--- src/rtl/i2c_pkg.sv ---
// Shared types and constants for the I2C target endpoint.
package i2c_pkg;
  localparam int I2C_ADDR_W = 7;
  localparam int I2C_DATA_W = 16;
  localparam int I2C_BYTE_W = 8;

  localparam logic I2C_ACK  = 1'b0;
  localparam logic I2C_NACK = 1'b1;

  typedef enum logic [2:0] {
    ST_IDLE,
    ST_ADDR,
    ST_ADDR_ACK,
    ST_WR_BYTE,
    ST_WR_ACK,
    ST_RD_BYTE,
    ST_RD_ACK,
    ST_WAIT_STOP
  } state_t;
endpackage

--- src/rtl/i2c_line_sync.sv ---
// Synchronizes SCL/SDA and produces registered edge, START and STOP pulses.
module i2c_line_sync (
  input  logic clk,
  input  logic rst,
  input  logic scl,
  input  logic sda,
  output logic sda_sync,
  output logic scl_rise,
  output logic scl_fall,
  output logic start_det,
  output logic stop_det
);
  logic [1:0] scl_ff, sda_ff;
  logic       scl_q, sda_q;

  // Idle bus is high, so resetting to 1 avoids spurious edges after reset.
  always_ff @(posedge clk or negedge rst) begin
    if (!rst) begin
      scl_ff    <= 2'b11;
      sda_ff    <= 2'b11;
      scl_q     <= 1'b1;
      sda_q     <= 1'b1;
      scl_rise  <= 1'b0;
      scl_fall  <= 1'b0;
      start_det <= 1'b0;
      stop_det  <= 1'b0;
    end else begin
      scl_ff    <= {scl_ff[0], scl};
      sda_ff    <= {sda_ff[0], sda};
      scl_q     <= scl_ff[1];
      sda_q     <= sda_ff[1];
      scl_rise  <= scl_ff[1] & ~scl_q;
      scl_fall  <= ~scl_ff[1] & scl_q;
      start_det <= scl_ff[1] & scl_q & sda_q & ~sda_ff[1];
      stop_det  <= scl_ff[1] & scl_q & ~sda_q & sda_ff[1];
    end
  end

  assign sda_sync = sda_q;
endmodule

--- src/rtl/receiver_i2c.sv ---
// I2C target: 7-bit address match, 2-byte write capture, wrapping 2-byte read.
module receiver_i2c
  import i2c_pkg::*;
#(
  parameter int ADDR_W = I2C_ADDR_W,
  parameter int DATA_W = I2C_DATA_W
) (
  input  logic              clk,
  input  logic              rst,
  input  logic              SCL,
  input  logic              SDA_IN,
  input  logic [ADDR_W-1:0] I2C_ADDR,
  input  logic [DATA_W-1:0] WR_DATA,
  output logic              SDA_OUT,
  output logic              SDA_OE,
  output logic [DATA_W-1:0] RD_DATA,
  output logic              DATA_VLD,
  output logic              BUSY
);
  localparam logic [3:0] LAST_BIT = 4'(I2C_BYTE_W - 1);
  localparam logic [3:0] ACK_BIT  = 4'(I2C_BYTE_W);

  state_t                  state, state_nxt;
  logic [3:0]              bit_cnt;
  logic                    byte_idx, wr_done, rnw;
  logic [I2C_BYTE_W-1:0]   rx_sr, byte1, rx_next;
  logic [DATA_W-1:0]       tx_sr;
  logic                    sda, scl_rise, scl_fall, start_det, stop_det;
  logic                    last_rise, ack_end, addr_hit;
  logic                    oe_nxt, out_nxt;

  i2c_line_sync u_sync (
    .clk      (clk),
    .rst      (rst),
    .scl      (SCL),
    .sda      (SDA_IN),
    .sda_sync (sda),
    .scl_rise (scl_rise),
    .scl_fall (scl_fall),
    .start_det(start_det),
    .stop_det (stop_det)
  );

  assign rx_next   = {rx_sr[I2C_BYTE_W-2:0], sda};
  assign last_rise = scl_rise && (bit_cnt == LAST_BIT);
  // In ack slots bit_cnt is 0 before the 9th rise and 1 after it.
  assign ack_end   = scl_fall && (bit_cnt == 4'd1);
  assign addr_hit  = (rx_sr[ADDR_W-1:0] == I2C_ADDR);

  always_ff @(posedge clk or negedge rst) begin
    if (!rst) state <= ST_IDLE;
    else      state <= state_nxt;
  end

  always_comb begin
    state_nxt = state;
    if (stop_det)       state_nxt = ST_IDLE;
    else if (start_det) state_nxt = ST_ADDR;
    else begin
      case (state)
        ST_ADDR:     if (last_rise) state_nxt = addr_hit ? ST_ADDR_ACK : ST_WAIT_STOP;
        ST_ADDR_ACK: if (ack_end)   state_nxt = rnw ? ST_RD_BYTE : ST_WR_BYTE;
        ST_WR_BYTE:  if (last_rise) state_nxt = wr_done ? ST_WAIT_STOP : ST_WR_ACK;
        ST_WR_ACK:   if (ack_end)   state_nxt = ST_WR_BYTE;
        ST_RD_BYTE:  if (scl_fall && bit_cnt == ACK_BIT) state_nxt = ST_RD_ACK;
        ST_RD_ACK: begin
          if (scl_rise && sda == I2C_NACK) state_nxt = ST_WAIT_STOP;
          else if (ack_end)                state_nxt = ST_RD_BYTE;
        end
        default: state_nxt = state;
      endcase
    end
  end

  always_comb begin
    oe_nxt  = SDA_OE;
    out_nxt = SDA_OUT;
    if (stop_det || start_det) begin
      oe_nxt  = 1'b0;
      out_nxt = 1'b1;
    end else begin
      case (state)
        ST_ADDR_ACK, ST_WR_ACK: if (scl_fall) begin
          if (bit_cnt == 4'd0) begin
            oe_nxt  = 1'b1;
            out_nxt = I2C_ACK;
          end else if (state == ST_ADDR_ACK && rnw) begin
            oe_nxt  = 1'b1;
            out_nxt = WR_DATA[DATA_W-1];
          end else begin
            oe_nxt  = 1'b0;
            out_nxt = 1'b1;
          end
        end
        ST_RD_BYTE: if (scl_fall) begin
          if (bit_cnt == ACK_BIT) begin
            oe_nxt  = 1'b0;
            out_nxt = 1'b1;
          end else begin
            out_nxt = tx_sr[DATA_W-1];
          end
        end
        ST_RD_ACK: if (ack_end) begin
          oe_nxt  = 1'b1;
          out_nxt = tx_sr[DATA_W-1];
        end
        ST_IDLE, ST_WAIT_STOP: begin
          oe_nxt  = 1'b0;
          out_nxt = 1'b1;
        end
        default: ;
      endcase
    end
  end

  always_ff @(posedge clk or negedge rst) begin
    if (!rst) begin
      SDA_OUT  <= 1'b1;
      SDA_OE   <= 1'b0;
      RD_DATA  <= '0;
      DATA_VLD <= 1'b0;
      BUSY     <= 1'b0;
      bit_cnt  <= '0;
      byte_idx <= 1'b0;
      wr_done  <= 1'b0;
      rnw      <= 1'b0;
      rx_sr    <= '0;
      byte1    <= '0;
      tx_sr    <= '0;
    end else begin
      SDA_OUT  <= out_nxt;
      SDA_OE   <= oe_nxt;
      BUSY     <= (state_nxt != ST_IDLE);
      DATA_VLD <= 1'b0;

      if (start_det || stop_det || state_nxt != state)
        bit_cnt <= '0;
      else if (scl_rise && state != ST_IDLE && state != ST_WAIT_STOP)
        bit_cnt <= bit_cnt + 4'd1;

      if (start_det || stop_det) begin
        byte_idx <= 1'b0;
        wr_done  <= 1'b0;
      end else begin
        if (scl_rise && (state == ST_ADDR || state == ST_WR_BYTE))
          rx_sr <= rx_next;
        if (state == ST_ADDR && last_rise)
          rnw <= sda;
        if (state == ST_WR_BYTE && last_rise && !wr_done) begin
          if (!byte_idx) begin
            byte1    <= rx_next;
            byte_idx <= 1'b1;
          end else begin
            RD_DATA  <= {byte1, rx_next};
            DATA_VLD <= 1'b1;
            wr_done  <= 1'b1;
            byte_idx <= 1'b0;
          end
        end
        // TX register rotates so that after 16 bits it points at the MSB again.
        if (state == ST_ADDR_ACK && ack_end && rnw)
          tx_sr <= {WR_DATA[DATA_W-2:0], WR_DATA[DATA_W-1]};
        else if ((state == ST_RD_BYTE && scl_fall && bit_cnt != ACK_BIT) ||
                 (state == ST_RD_ACK && ack_end))
          tx_sr <= {tx_sr[DATA_W-2:0], tx_sr[DATA_W-1]};
      end
    end
  end
endmodule

--- config.mk ---
export PLATFORM = sky130hd
export DESIGN_NAME = receiver_i2c
export DESIGN_NICKNAME = d
export VERILOG_FILES = /design/src/rtl/i2c_pkg.sv /design/src/rtl/i2c_line_sync.sv /design/src/rtl/receiver_i2c.sv
export SDC_FILE = /design/constraint.sdc
export NUM_CORES = 1
export LEC_CHECK = 0
export CORE_AREA = 3 3 111 113
export DETAILED_ROUTE_END_ITERATION = 8
export DIE_AREA = 0 0 114 116
export PLACE_DENSITY_LB_ADDON = 0.2
export SLEW_MARGIN = 0
export SYNTH_ARGS = -nofsm -noshare
export SYNTH_HDL_FRONTEND = slang
export SYNTH_SLANG_ARGS = --single-unit
--- constraint.sdc ---
create_clock -name clk -period 2.3 [get_ports clk]
set_clock_uncertainty 0.05 [all_clocks]
set_input_delay 0.69 -clock clk [delete_from_list [all_inputs] [get_ports clk]]
set_output_delay 0.69 -clock clk [all_outputs]
set_load 0.01 [all_outputs]
-- Word level (Yosys, flattened, before mapping)
Cells that the tools add are included.
- flip-flop bits (word level): 71
- bits in latches: 0
- RAM bits: 0
- memory bits (read-only): 0
- bits of input ports: 27
- logic and storage cells: 135
- memories: 0
- add/sub/neg operators: 1
- multipliers: 0
- divide/modulo/power cells: 0
- order comparisons: 0
- equal/unequal tests: 18
- shift-type cells: 0
- multiplexer cells: 42
- bitwise operators: 13
- reductions and logical operators: 40
- operator list (kind ; count):
    2-to-1 mux 3 bit ; 11
    2-to-1 mux 16 bit ; 2
    2-to-1 mux 1 bit ; 23
    case mux 3 bit (6 select lines) ; 1
    logical AND 1 bit ; 16
    equality test 3 bit (second input constant) ; 4
    inequality test 3 bit (second input constant) ; 3
    2-to-1 mux 4 bit ; 2
    case mux 1 bit (4 select lines) ; 2
    AND reduction 2 bit ; 4
    nonzero test 2 bit ; 4
    bitwise AND 1 bit ; 7
    equality test 7 bit ; 1
    equality test 3 x 2 -> 1 bit (second input constant) ; 2
    inequality test 3 x 2 -> 1 bit (second input constant) ; 2
    inverter 1 bit ; 6
    AND reduction 3 bit ; 2
    nonzero test 3 bit ; 2
    AND reduction 5 bit ; 1
    nonzero test 5 bit ; 1
    adder 4 x 1 -> 4 bit (second input constant) ; 1
    equality test 4 x 1 -> 1 bit (second input constant) ; 1
    equality test 4 x 3 -> 1 bit (second input constant) ; 1
    equality test 4 bit (second input constant) ; 1
    10 further kinds ; 14

-- Depth between registers and ports, before layout
Gate-level depths: netlist of the first run.
- word-level depth: 10
- mapped depth: 8
- mapped depth without buffers: 7

-- By module
Synthesis of the first run repeated with hierarchy kept, for this count alone.
- cells, all modules: 289
- area, all modules: 3399.5 um2
- modules (own cells, without submodules) (module ; instances ; cells an instance ; area an instance (um2) ; seq. area each (um2)):
    receiver_i2c ; 1 ; 275 ; 3109.2 ; 1527.7
    i2c_line_sync ; 1 ; 14 ; 290.3 ; 257.7

-- Worst setup path before layout of the first run
Ideal clock, no wire load.
- kind: flip-flop to flip-flop
- from: register bit_cnt[1]
- to: register tx_sr[0]
- library setup time: 137 ps
- arrival time: 1771 ps
- setup slack: 342 ps
- cell stages (with the launch flop): 9
- buffers on the path: 2
- clock period less this slack: 1958 ps
- path through: dfrtp_1 inv_1 ha_1 nand4bb_4 or4_4 buf_6 buf_6 mux2i_1 a21oi_1
- cells in the longest elaborated chain, start to end: 6
- RTL lines (what ; line ; text):
    start, declared ; receiver_i2c.sv:24 ; logic [3:0] bit_cnt;
    start signal, assigned ; receiver_i2c.sv:139 ; bit_cnt <= bit_cnt + 4'd1;
    equality test 4 x 1 -> 1 bit ; receiver_i2c.sv:47 ; assign ack_end = scl_fall && (bit_cnt == 4'd1);
    logical AND 1 bit ; receiver_i2c.sv:47 ;
    logical AND 1 bit (on tied branches) ; receiver_i2c.sv:161, receiver_i2c.sv:164 ;
    logical AND 1 bit / logical OR 1 bit (equally long branches) ; receiver_i2c.sv:161, receiver_i2c.sv:163 ;
    nonzero test 2 bit (no line) ; n/a ;
    AND reduction 2 bit (no line) ; n/a ;
    end signal, assigned ; receiver_i2c.sv:162 ; tx_sr <= {WR_DATA[DATA_W-2:0], WR_DATA[DATA_W-1]};
    end signal, assigned ; receiver_i2c.sv:165 ; tx_sr <= {tx_sr[DATA_W-2:0], tx_sr[DATA_W-1]};
    end, declared ; receiver_i2c.sv:27 ; logic [DATA_W-1:0] tx_sr;
Parallel ways exist; a longest one is shown, timed or not.
A chain may end at the register's enable or synchronous reset.

-- Worst setup path after layout of the first run
- from: input port I2C_ADDR[2]
- to: register BUSY
- cells in the longest elaborated chain, start to end: 7
- RTL lines (what ; line ; text):
    start, declared ; receiver_i2c.sv:12 ; input logic [ADDR_W-1:0] I2C_ADDR,
    equality test 7 bit ; receiver_i2c.sv:48 ; assign addr_hit = (rx_sr[ADDR_W-1:0] == I2C_ADDR);
    2-to-1 mux 3 bit (2 in series) ; receiver_i2c.sv:61 ; ST_ADDR: if (last_rise) state_nxt = addr_hit ? ST_ADDR_ACK : ST_WAIT_STOP;
    case mux 3 bit (6 select lines) ; receiver_i2c.sv:60 ; case (state)
    2-to-1 mux 3 bit ; receiver_i2c.sv:58 ; else if (start_det) state_nxt = ST_ADDR;
    2-to-1 mux 3 bit ; receiver_i2c.sv:57 ; if (stop_det) state_nxt = ST_IDLE;
    via state_nxt[0] ; receiver_i2c.sv:23 ; state_t state, state_nxt;
    nonzero test 3 bit ; receiver_i2c.sv:133 ; BUSY <= (state_nxt != ST_IDLE);
    end signal, assigned ; receiver_i2c.sv:133 ;
    end, declared ; receiver_i2c.sv:18 ; output logic BUSY
The timed path passes the listed nets, and every way through them passes these cells.

==> impl_metrics.yaml, run 1 <==
timing:
  slew_viol_final: 0
  slew_headroom: 0.675
  worst_pin_slew_ns: 0.487
  rsz0062_at_grt: "no"
  finalSetupViolCount: 0
  min_period_ns: 2.16
  post-route-period-util: 0.940
  timing.fmax_ghz: 0.463
  hold_viol: 0
  fin_tns_setup_ns: 0
clock_tree:
  post_cts_buffers: 0
  cts_tree: "yes"
  clk_pin_slew_ns: 0.06
  cts_resized: 0
  cts_root_buf: "clkbuf_16"
  clockBufferDepth: 2
  cts_sinks: 71
  h-tree-depth: 3
  clk_latency_ns: 0.33
  cts_hold_buf: 0
  cts_made_buffers: 9
floorplanning:
  core_area_sq_mm: 0.0114
  start_util: 0.296
  num_rows: 39
  pin_count: 47
  dieArea_sq_mm: 0.0132
  die_w_um: 114
  die_h_um: 116
synthesis:
  synthXorXnorAreaFrac: 0.0285
  synth_top_family_by_area: "multiplexers"
  yosysSeqAreaShare: 0.528
  yosysWarnings: 0
  syn_area_per_cell_sq_um: 11.6
  async_flop_share: 1.00
  synth-edff-count: 0
  syn_nets: 322
  synthAdderAreaFrac: 0.0111
  ys_types: 52
  synthCells: 292
  synthMuxAreaShare: 0.157
  synth_compound_gate_area_share: 0.0973
  ys_seq_elements: 71
  syn_area_sq_mm: 0.00338
  synth_simple_gate_area_share: 0.147
  ys.flop_type: "dfrtp_1"
pwr:
  leakage_nw: 1.93
  power_density_mw_per_mm2: 941
  finalPower_mw: 4.11
  ir_worst_vdd_mv: 0.439
critical_path:
  cp.required_ns: 2.46
  cp_max_fo: 2
  critPathKind: "primary input to flop"
  cp-start-kind: "primary input"
  end_kind: "flop"
  cp_data_arrival_time_ns: 2.32
  r2r_setup_slack_ns: 0.20
detailed_routing:
  ant_nets: 0
  vias_per_cell: 4.84
  drc: 0
  drt_iter0_drc: 166
  drt_wl_total_um: 7390
  wl_per_cell_um: 15.0
  first_pass_iters: 4
  route.vias.total: 2389
hold_path:
  hold_path_class: "primary input to asynchronous set/reset pin"
cells_and_area:
  layout.cells.non_filler: 494
  area_growth_pct: 29.2
  drive_gt1_frac: 0.225
  n_antenna_cell: 0
  finalNetCount: 376
place:
  io_buffers: 46
  gp_congestion: 0.871
  dp_cells: 478
  dp_hpwl_um: 5230
global_routing:
  gr-total-overflow: 0
  grt_max_degree: 37
  track_usage: 0.122
  grt_antenna_before_repair: 0
  grt_pass1_vias: 2425
  grt_pass1_wl_um: 12600
flow_run:
  cap_viol_max_count: 0
status:
  status: "completed"
## sequential cells by signal (all words and copies together), names as in the netlist, 2 cells and up
register and cells:
byte1 8, u_sync.scl_ff 2, rx_sr 7, state 3, bit_cnt 4, u_sync.sda_ff 2, tx_sr 16, RD_DATA 16
## through the flow
| step | utilization | instance area (sq um) | worst slack (ns) | hold WS, ns |
|---|---|---|---|---|
| after CTS | 0.382 | 4360 | 0.0593 | 0.288 |
| after global placement | 0.354 | 4050 | -0.244 | 0.297 |
| after floorplan | - | 3380 | 0.342 | 0.295 |
| final | 0.383 | 4370 | 0.138 | 0.277 |
| after detailed placement | 0.354 | 4050 | -0.290 | 0.297 |
| after global routing | 0.383 | 4370 | 0.00748 | 0.303 |
## path summary, 6_finish.rpt
kind | from | end | cells after the start
setup / recovery | I2C_ADDR[2] | BUSY$_DFF_PN0_ | 7
hold reg to reg | u_sync.sda_ff[0]$_DFF_PN1_ | u_sync.sda_ff[1]$_DFF_PN1_ | 0
hold / removal | rst | state[1]$_DFF_PN0_ | 1
max in group asynchronous | rst | wr_done$_DFFE_PN0P_ | 2
setup reg to reg | bit_cnt[0]$_DFFE_PN0P_ | bit_cnt[1]$_DFFE_PN0P_ | 6
min in group clk | u_sync.sda_ff[0]$_DFF_PN1_ | u_sync.sda_ff[1]$_DFF_PN1_ | 0
## placed cells by master, fill, tap and decap left out, drive strengths merged, types with 7 or more instances in the layout
cell,count
a21oi,24
buf,13
clkbuf,11
clkdlybuf4s50,45
dfrtp,64
dfstp,7
mux2,32
mux2i,17
nand2,10
nand2b,7
nor2,23
nor3,9
o21ai,7
xor2,8
## cell families after synthesis
kind of cell | count (synthesis)
DFF | 71
buffers and inverters | 20
muxes | 49
adders and majority gates | 3
AOI/OAI and AO/OA | 53
and+or+nand+nor | 85
xor gates and xnor gates | 11
## per-layer routing
metal / share of wire / global-route usage
met5: 0 / 0
met2: 0.45 / 0.185
met4: 0.0073 / 0.0412
met1: 0.47 / 0.162
met3: 0.074 / 0.0444
## cell usage after synthesis (2+ instances only)
cell,n,share of area
o22ai_1,2,0.0037
nor2_1,23,0.026
o211ai_1,4,0.0089
dfstp_2,7,0.054
mux2_2,32,0.11
mux2i_1,17,0.050
ha_1,3,0.011
a31oi_1,2,0.0037
nand2b_1,7,0.013
a211o_1,2,0.0052
nand4_1,2,0.0037
nor3_1,8,0.012
nor2b_1,3,0.0055
xnor2_1,3,0.0078
o21a_1,2,0.0044
a21oi_1,23,0.034
nand3b_1,3,0.0067
or3_1,3,0.0055
nand3_1,6,0.0089
xor2_1,8,0.021
inv_1,5,0.0055
nand4b_1,2,0.0052
clkbuf_1,5,0.0055
nand2_1,9,0.010
dfrtp_1,64,0.47
o21ai_0,7,0.010
buf_6,3,0.010
a211oi_1,2,0.0044
or2_2,3,0.0055
nor3b_1,4,0.0089
buf_2,6,0.0089
a22oi_1,2,0.0044
## area by class of cell
class / count / area, sq um
clock buffer: 11 / 253
clock inverter: 5 / 63.8
fill: 1171 / 7050
inverter: 5 / 18.8
multi-input combinational: 201 / 1500
sequential: 71 / 1790
tap: 143 / 179
timing repair buffer: 58 / 573
## report_power, final
group	total (mW)	switching, mW	internal, mW
Clock	1.43	0.527	0.905
Sequential	1.56	0.169	1.39
Combinational	1.13	0.601	0.525
Total	4.11	1.30	2.82
## worst max-delay path, cell delays in order
cell and delay [ns]:
clkdlybuf4s50_1 0.41, xor2_1 0.17, nor4_2 0.33, buf_4 0.17
a311o_1 0.16, a31oi_1 0.10, a211o_1 0.29
Power figures use the tool's default switching activity.
==> run 2, diff against run 1 <==
--- a/config.mk
+++ b/config.mk
@@ -8,8 +8,11 @@
 export CORE_AREA = 3 3 111 113
 export DETAILED_ROUTE_END_ITERATION = 8
 export DIE_AREA = 0 0 114 116
+export DONT_BUFFER_PORTS = 1
 export PLACE_DENSITY_LB_ADDON = 0.2
+export SETUP_SLACK_MARGIN = 0.4
 export SLEW_MARGIN = 0
 export SYNTH_ARGS = -nofsm -noshare
 export SYNTH_HDL_FRONTEND = slang
+export SYNTH_HIERARCHICAL = 1
 export SYNTH_SLANG_ARGS = --single-unit
==> impl_metrics.yaml, run 2 <==
synthesis:
  ys.flop_type: "dfrtp_1"
  synth-edff-count: 0
  synthCells: 289
  synth_top_area_frac: 0.471
  syn_nets: 319
  async_flop_share: 1.00
  yosysWarnings: 6
  yosysSeqAreaShare: 0.525
  syn_area_per_cell_sq_um: 11.8
  yosysMostFrequentCell: "dfrtp_1"
  synth_area_leader_cell: "dfrtp_1"
  synth.area.top_cells: "dfrtp_1, mux2_2, mux2i_1, dfstp_2, mux2_4"
  ys_types: 47
  syn_area_sq_mm: 0.00340
  ys_seq_elements: 71
  netlist_top_cells_count: "dfrtp_1, mux2_2, a21oi_1, nor2_1, mux2i_1"
global_routing:
  grt_antenna_before_repair: 0
  grt_pass1_wl_um: 12500
  gr-total-overflow: 0
  grt_pass1_vias: 2376
  track_usage: 0.120
  grt_max_degree: 72
flow_run:
  cap_viol_max_count: 0
critical_path:
  cp.required_ns: 2.47
  cp-start-kind: "flop"
  r2r_setup_slack_ns: 0.32
  cp_data_arrival_time_ns: 2.16
  reg2reg_depth: 7
  cp_common_cell: "buf_6"
  critPathKind: "flop to flop"
  r2r_end: "bit_cnt[0]$_DFFE_PN0P_"
  cp_max_fo: 6
  crit_family: "simple AND/OR/NAND/NOR gates"
  crit_chain: "buf_6, ha_4, nand4b_4, buf_6, nor4_2, or4_4, nor4_4"
  end_kind: "flop"
  cp_num_buf_inv: 2
  cp_slowest_cell: "or4_4"
  critPathMaxStageDelay_ns: 0.59
  r2r_start: "bit_cnt[1]$_DFFE_PN0P_"
pwr:
  p_comb_frac: 0.283
  switchingPower_mw: 1.30
  leakage_nw: 1.92
  pwr-share-clk: 0.353
  p_int_mw: 2.90
  power_density_mw_per_mm2: 979
  pwr-share-seq: 0.364
  swShare: 0.309
  ir_worst_vdd_mv: 0.394
  finalPower_mw: 4.19
clock_tree:
  clockBufferDepth: 2
  cts_sinks: 71
  cts_tree: "yes"
  cts_root_buf: "clkbuf_16"
  clk_pin_slew_ns: 0.05
  clk_latency_ns: 0.33
  h-tree-depth: 3
  cts_made_buffers: 9
floorplanning:
  core_area_sq_mm: 0.0114
  die_w_um: 114
  num_rows: 39
  dieArea_sq_mm: 0.0132
  die_h_um: 116
  pin_count: 47
  start_util: 0.298
detailed_routing:
  wl_per_cell_um: 16.5
  drt_wl_total_um: 7590
  first_pass_iters: 4
  vias_per_cell: 4.91
  ant_nets: 0
  drc: 0
  drt_iter0_drc: 78
  route.vias.total: 2255
timing:
  worst_pin_slew_ns: 0.449
  post-route-period-util: 0.862
  slew_headroom: 0.700
  min_period_ns: 1.98
  timing.fmax_ghz: 0.504
  finalSetupViolCount: 0
  fin_tns_setup_ns: 0
  hold_ws_ns: 0.00798
  slew_viol_final: 0
  hold_viol: 0
  rsz0062_at_grt: "yes"
cells_and_area:
  reg.largest.list: "RD_DATA: 16 flops, tx_sr: 16 flops, byte1: 8 flops"
  fill_cells: 1123
  n_antenna_cell: 0
  finalNetCount: 341
  final_common_cell: "dfrtp_1"
  drive_gt1_frac: 0.345
  area_growth_pct: 26.1
  layout.cells.non_filler: 459
  final_cell_mix: "dfrtp_1, nor2_1, a21oi_1"
  final_core_util: 0.375
place:
  io_buffers: 0
  dp_cells: 429
  dp_hpwl_um: 5000
  gp_congestion: 0.808
hold_path:
  hold_path_class: "primary input to asynchronous set/reset pin"
status:
  status: "completed"
-- run 2: worst max path at each step --
stage	cells after the start	endpoint	slack, ns	start
floorplan	6	byte1[0]$_DFFE_PN0P_	0.35	bit_cnt[0]$_DFFE_PN0P_
global placement	5	BUSY$_DFF_PN0_	0.18	I2C_ADDR[3]
detailed placement	6	byte1[2]$_DFFE_PN0P_	0.13	bit_cnt[0]$_DFFE_PN0P_
CTS	8	tx_sr[5]$_DFFE_PN0P_	0.31	bit_cnt[0]$_DFFE_PN0P_
global route	8	tx_sr[8]$_DFFE_PN0P_	0.24	bit_cnt[0]$_DFFE_PN0P_
finish	7	bit_cnt[0]$_DFFE_PN0P_	0.32	bit_cnt[1]$_DFFE_PN0P_
-- run 2: cells by family (layout without fill, tap and decap cells) --
| family | Yosys count | in the layout | share of synthesized area |
|---|---|---|---|
| flops | 71 | 71 | 0.525 |
| fa+ha+maj | 3 | 3 | 0.0110 |
| xor+xnor | 11 | 11 | 0.0283 |
| compound gates | 46 | 46 | 0.0791 |
| buf+inv | 21 | 48 | 0.0309 |
| simple gates | 86 | 86 | 0.155 |
| mux | 51 | 51 | 0.171 |
-- run 2: metal layers --
layer / GRT usage / share of wire / vias up
met1: 0.162 / 0.47 / 1106
li1: - / - / 1085
met3: 0.0423 / 0.062 / 9
met5: 0 / 0 / -
met4: 0.0372 / 0.0095 / 0
met2: 0.180 / 0.45 / 55
-- run 2: area by class of cell --
cell class              count  area [sq um]  area share
multi-input cells         197          1720       0.401
well taps                 143           179      0.0417
flip-flops and latches     71          1790       0.417
inverters                   7          26.3     0.00613
clock buffers              13           250      0.0584
repair buffers             25           258      0.0601
clock inverters             3          67.6      0.0158
-- run 2: power groups by stage --
stage               registers, mW  logic [mW]  clock network [mW]
floorplan                    1.47       0.694                   0
global placement             1.55       0.911                   0
detailed placement           1.55       0.909                   0
CTS                          1.53        1.14                1.52
global route                 1.55        1.29                1.59
finish                       1.53        1.19                1.48
-- run 2: metrics by stage --
step / setup WS (ns) / instance area (sq um)
floorplan: 0.348 / 3420
global placement: 0.181 / 3610
detailed placement: 0.126 / 3610
CTS: 0.314 / 4220
global route: 0.237 / 4290
finish: 0.317 / 4290
-- run 2: what timing repair did --
action / CTS / global route
cloned: 0 / 1
pin swaps: 13 / 4
gates resized for setup: 36 / 7
buffers inserted: 11 / 2
hold endpoints to repair: 64 / 64
endpoints found under the setup margin: 45 / 52
==> run 3, diff against run 2 <==
--- a/config.mk
+++ b/config.mk
@@ -5,9 +5,9 @@
 export SDC_FILE = /design/constraint.sdc
 export NUM_CORES = 1
 export LEC_CHECK = 0
-export CORE_AREA = 3 3 111 113
+export CORE_AREA = 2 2 110 112
 export DETAILED_ROUTE_END_ITERATION = 8
-export DIE_AREA = 0 0 114 116
+export DIE_AREA = 0 0 112 114
 export DONT_BUFFER_PORTS = 1
 export PLACE_DENSITY_LB_ADDON = 0.2
 export SETUP_SLACK_MARGIN = 0.4
==> impl_metrics.yaml, run 3 (synthesized netlist as in run 2, its figures left out) <==
clock_tree:
  cts_made_buffers: 9
  h-tree-depth: 3
  clk_pin_slew_ns: 0.06
  cts_root_buf: "clkbuf_16"
  cts_tree: "yes"
  clk_latency_ns: 0.33
  cts_sinks: 71
  clockBufferDepth: 2
timing:
  worst_pin_slew_ns: 0.435
  rsz0062_at_grt: "yes"
  fin_tns_setup_ns: 0
  timing.fmax_ghz: 0.498
  finalSetupViolCount: 0
  post-route-period-util: 0.873
  slew_viol_final: 0
  worst_slack_ns: 0.291
  min_period_ns: 2.01
  slew_headroom: 0.710
  hold_viol: 0
pwr:
  pwr-share-clk: 0.339
  pwr-share-seq: 0.362
  p_comb_frac: 0.299
  switchingPower_mw: 1.36
  p_int_mw: 2.80
  ir_worst_vdd_mv: 0.439
  leakage_nw: 1.95
  power_density_mw_per_mm2: 943
  swShare: 0.326
critical_path:
  crit_start: "bit_cnt[1]$_DFFE_PN0P_"
  cp_data_arrival_time_ns: 2.21
  critPathKind: "flop to flop"
  cp.required_ns: 2.50
  cp_max_fo: 8
  end_kind: "flop"
  r2r_start: "bit_cnt[1]$_DFFE_PN0P_"
  cp-start-kind: "flop"
floorplanning:
  die_h_um: 114
  dieArea_sq_mm: 0.0128
  num_rows: 40
  die_w_um: 112
  core_area_sq_mm: 0.0117
  pin_count: 47
  start_util: 0.290
cells_and_area:
  final_common_cell: "dfrtp_1"
  final_cell_mix: "dfrtp_1, a21oi_1, buf_4"
  area_growth_pct: 29.8
  finalNetCount: 347
  reg.largest.list: "RD_DATA: 16 flops, tx_sr: 16 flops, byte1: 8 flops"
  drive_gt1_frac: 0.419
  final_core_util: 0.377
  n_antenna_cell: 0
status:
  status: "completed"
global_routing:
  grt_antenna_before_repair: 0
  grt_pass1_wl_um: 12500
  grt_max_degree: 72
  grt_pass1_vias: 2306
  gr-total-overflow: 0
  track_usage: 0.124
detailed_routing:
  route.vias.total: 2329
  wl_per_cell_um: 16.3
  drt_wl_total_um: 7640
  drc: 0
  first_pass_iters: 4
  ant_nets: 0
  drt_iter0_drc: 92
  vias_per_cell: 4.97
place:
  dp_hpwl_um: 4870
  gp_congestion: 0.784
  io_buffers: 0
  place_ws_ns: 0.118
hold_path:
  hold_path_class: "primary input to asynchronous set/reset pin"
flow_run:
  cap_viol_max_count: 0
-- run 3: cell types whose count changed in the layout (fill, tap and decap cells not counted), sizes merged --
cell / previous run / this run
clkinv: 0 / 2
clkinvlp: 1 / 3
bufinv: 2 / 1
clkbuf: 14 / 12
buf: 24 / 29
-- run 3: routing by layer --
| metal | track usage | routed length (um) | vias to the layer above |
|---|---|---|---|
| li1 | - | - | 1093 |
| met1 | 0.165 | 3500 | 1163 |
| met2 | 0.185 | 3620 | 64 |
| met3 | 0.0499 | 459 | 9 |
| met4 | 0.0382 | 67 | 0 |
| met5 | 0 | 0 | - |
-- run 3: final cells by class --
type	count	area (sq um)
clock buffer	10	239
clock inverter	6	67.6
sequential	71	1790
timing repair buffer	31	332
fill	1159	7300
inverter	7	32.5
tap	147	184
multi-input combinational	197	1770
-- run 3: path summary, 6_finish.rpt --
check	cells after the start	to	slack (ns)
setup / recovery	8	tx_sr[1]$_DFFE_PN0P_	0.29
hold / removal	0	byte_idx$_DFFE_PN0P_	0.0005
setup reg to reg	8	tx_sr[1]$_DFFE_PN0P_	0.29
hold reg to reg	0	u_sync/sda_ff[1]$_DFF_PN1_	0.31
max in group asynchronous	0	SDA_OUT$_DFFE_PN1P_	2.00
min in group clk	0	u_sync/sda_ff[0]$_DFF_PN1_	0.30
-- run 3: power groups by stage --
stage	clock network [mW]	logic [mW]	registers, mW
floorplan	0	0.694	1.47
global placement	0	0.940	1.52
detailed placement	0	0.932	1.52
CTS	1.46	1.13	1.51
global route	1.52	1.36	1.53
finish	1.41	1.24	1.51
-- run 3: what timing repair did --
| action | in CTS | in global routing |
|---|---|---|
| buffers inserted | 12 | 7 |
| endpoints found under the hold margin | 64 | 64 |
| endpoints found under the setup margin | 45 | 46 |
| resized for setup | 42 | 29 |
| pin swaps | 14 | 14 |
| cloned | 0 | 2 |
-- run 3: metrics by stage --
stage                     power, mW  hold WS, ns  cell area, sq um  instances
final                          4.16     0.000540              4410        469
after global routing           4.41      -0.0232              4410        469
after CTS                      4.10      -0.0144              4220        460
after detailed placement       2.46        0.300              3610        432
after global placement         2.46        0.298              3610        432
after floorplan                2.17        0.295              3420        289
-- run 3: critical path, cell delays in order, from the launching register on --
cell	delay [ns]
dfrtp_2	0.45
inv_4	0.09
ha_4	0.15
nand4bb_4	0.15
or3_4	0.41
a21oi_4	0.26
clkbuf_16	0.21
nor2_1	0.04
a21oi_1	0.12
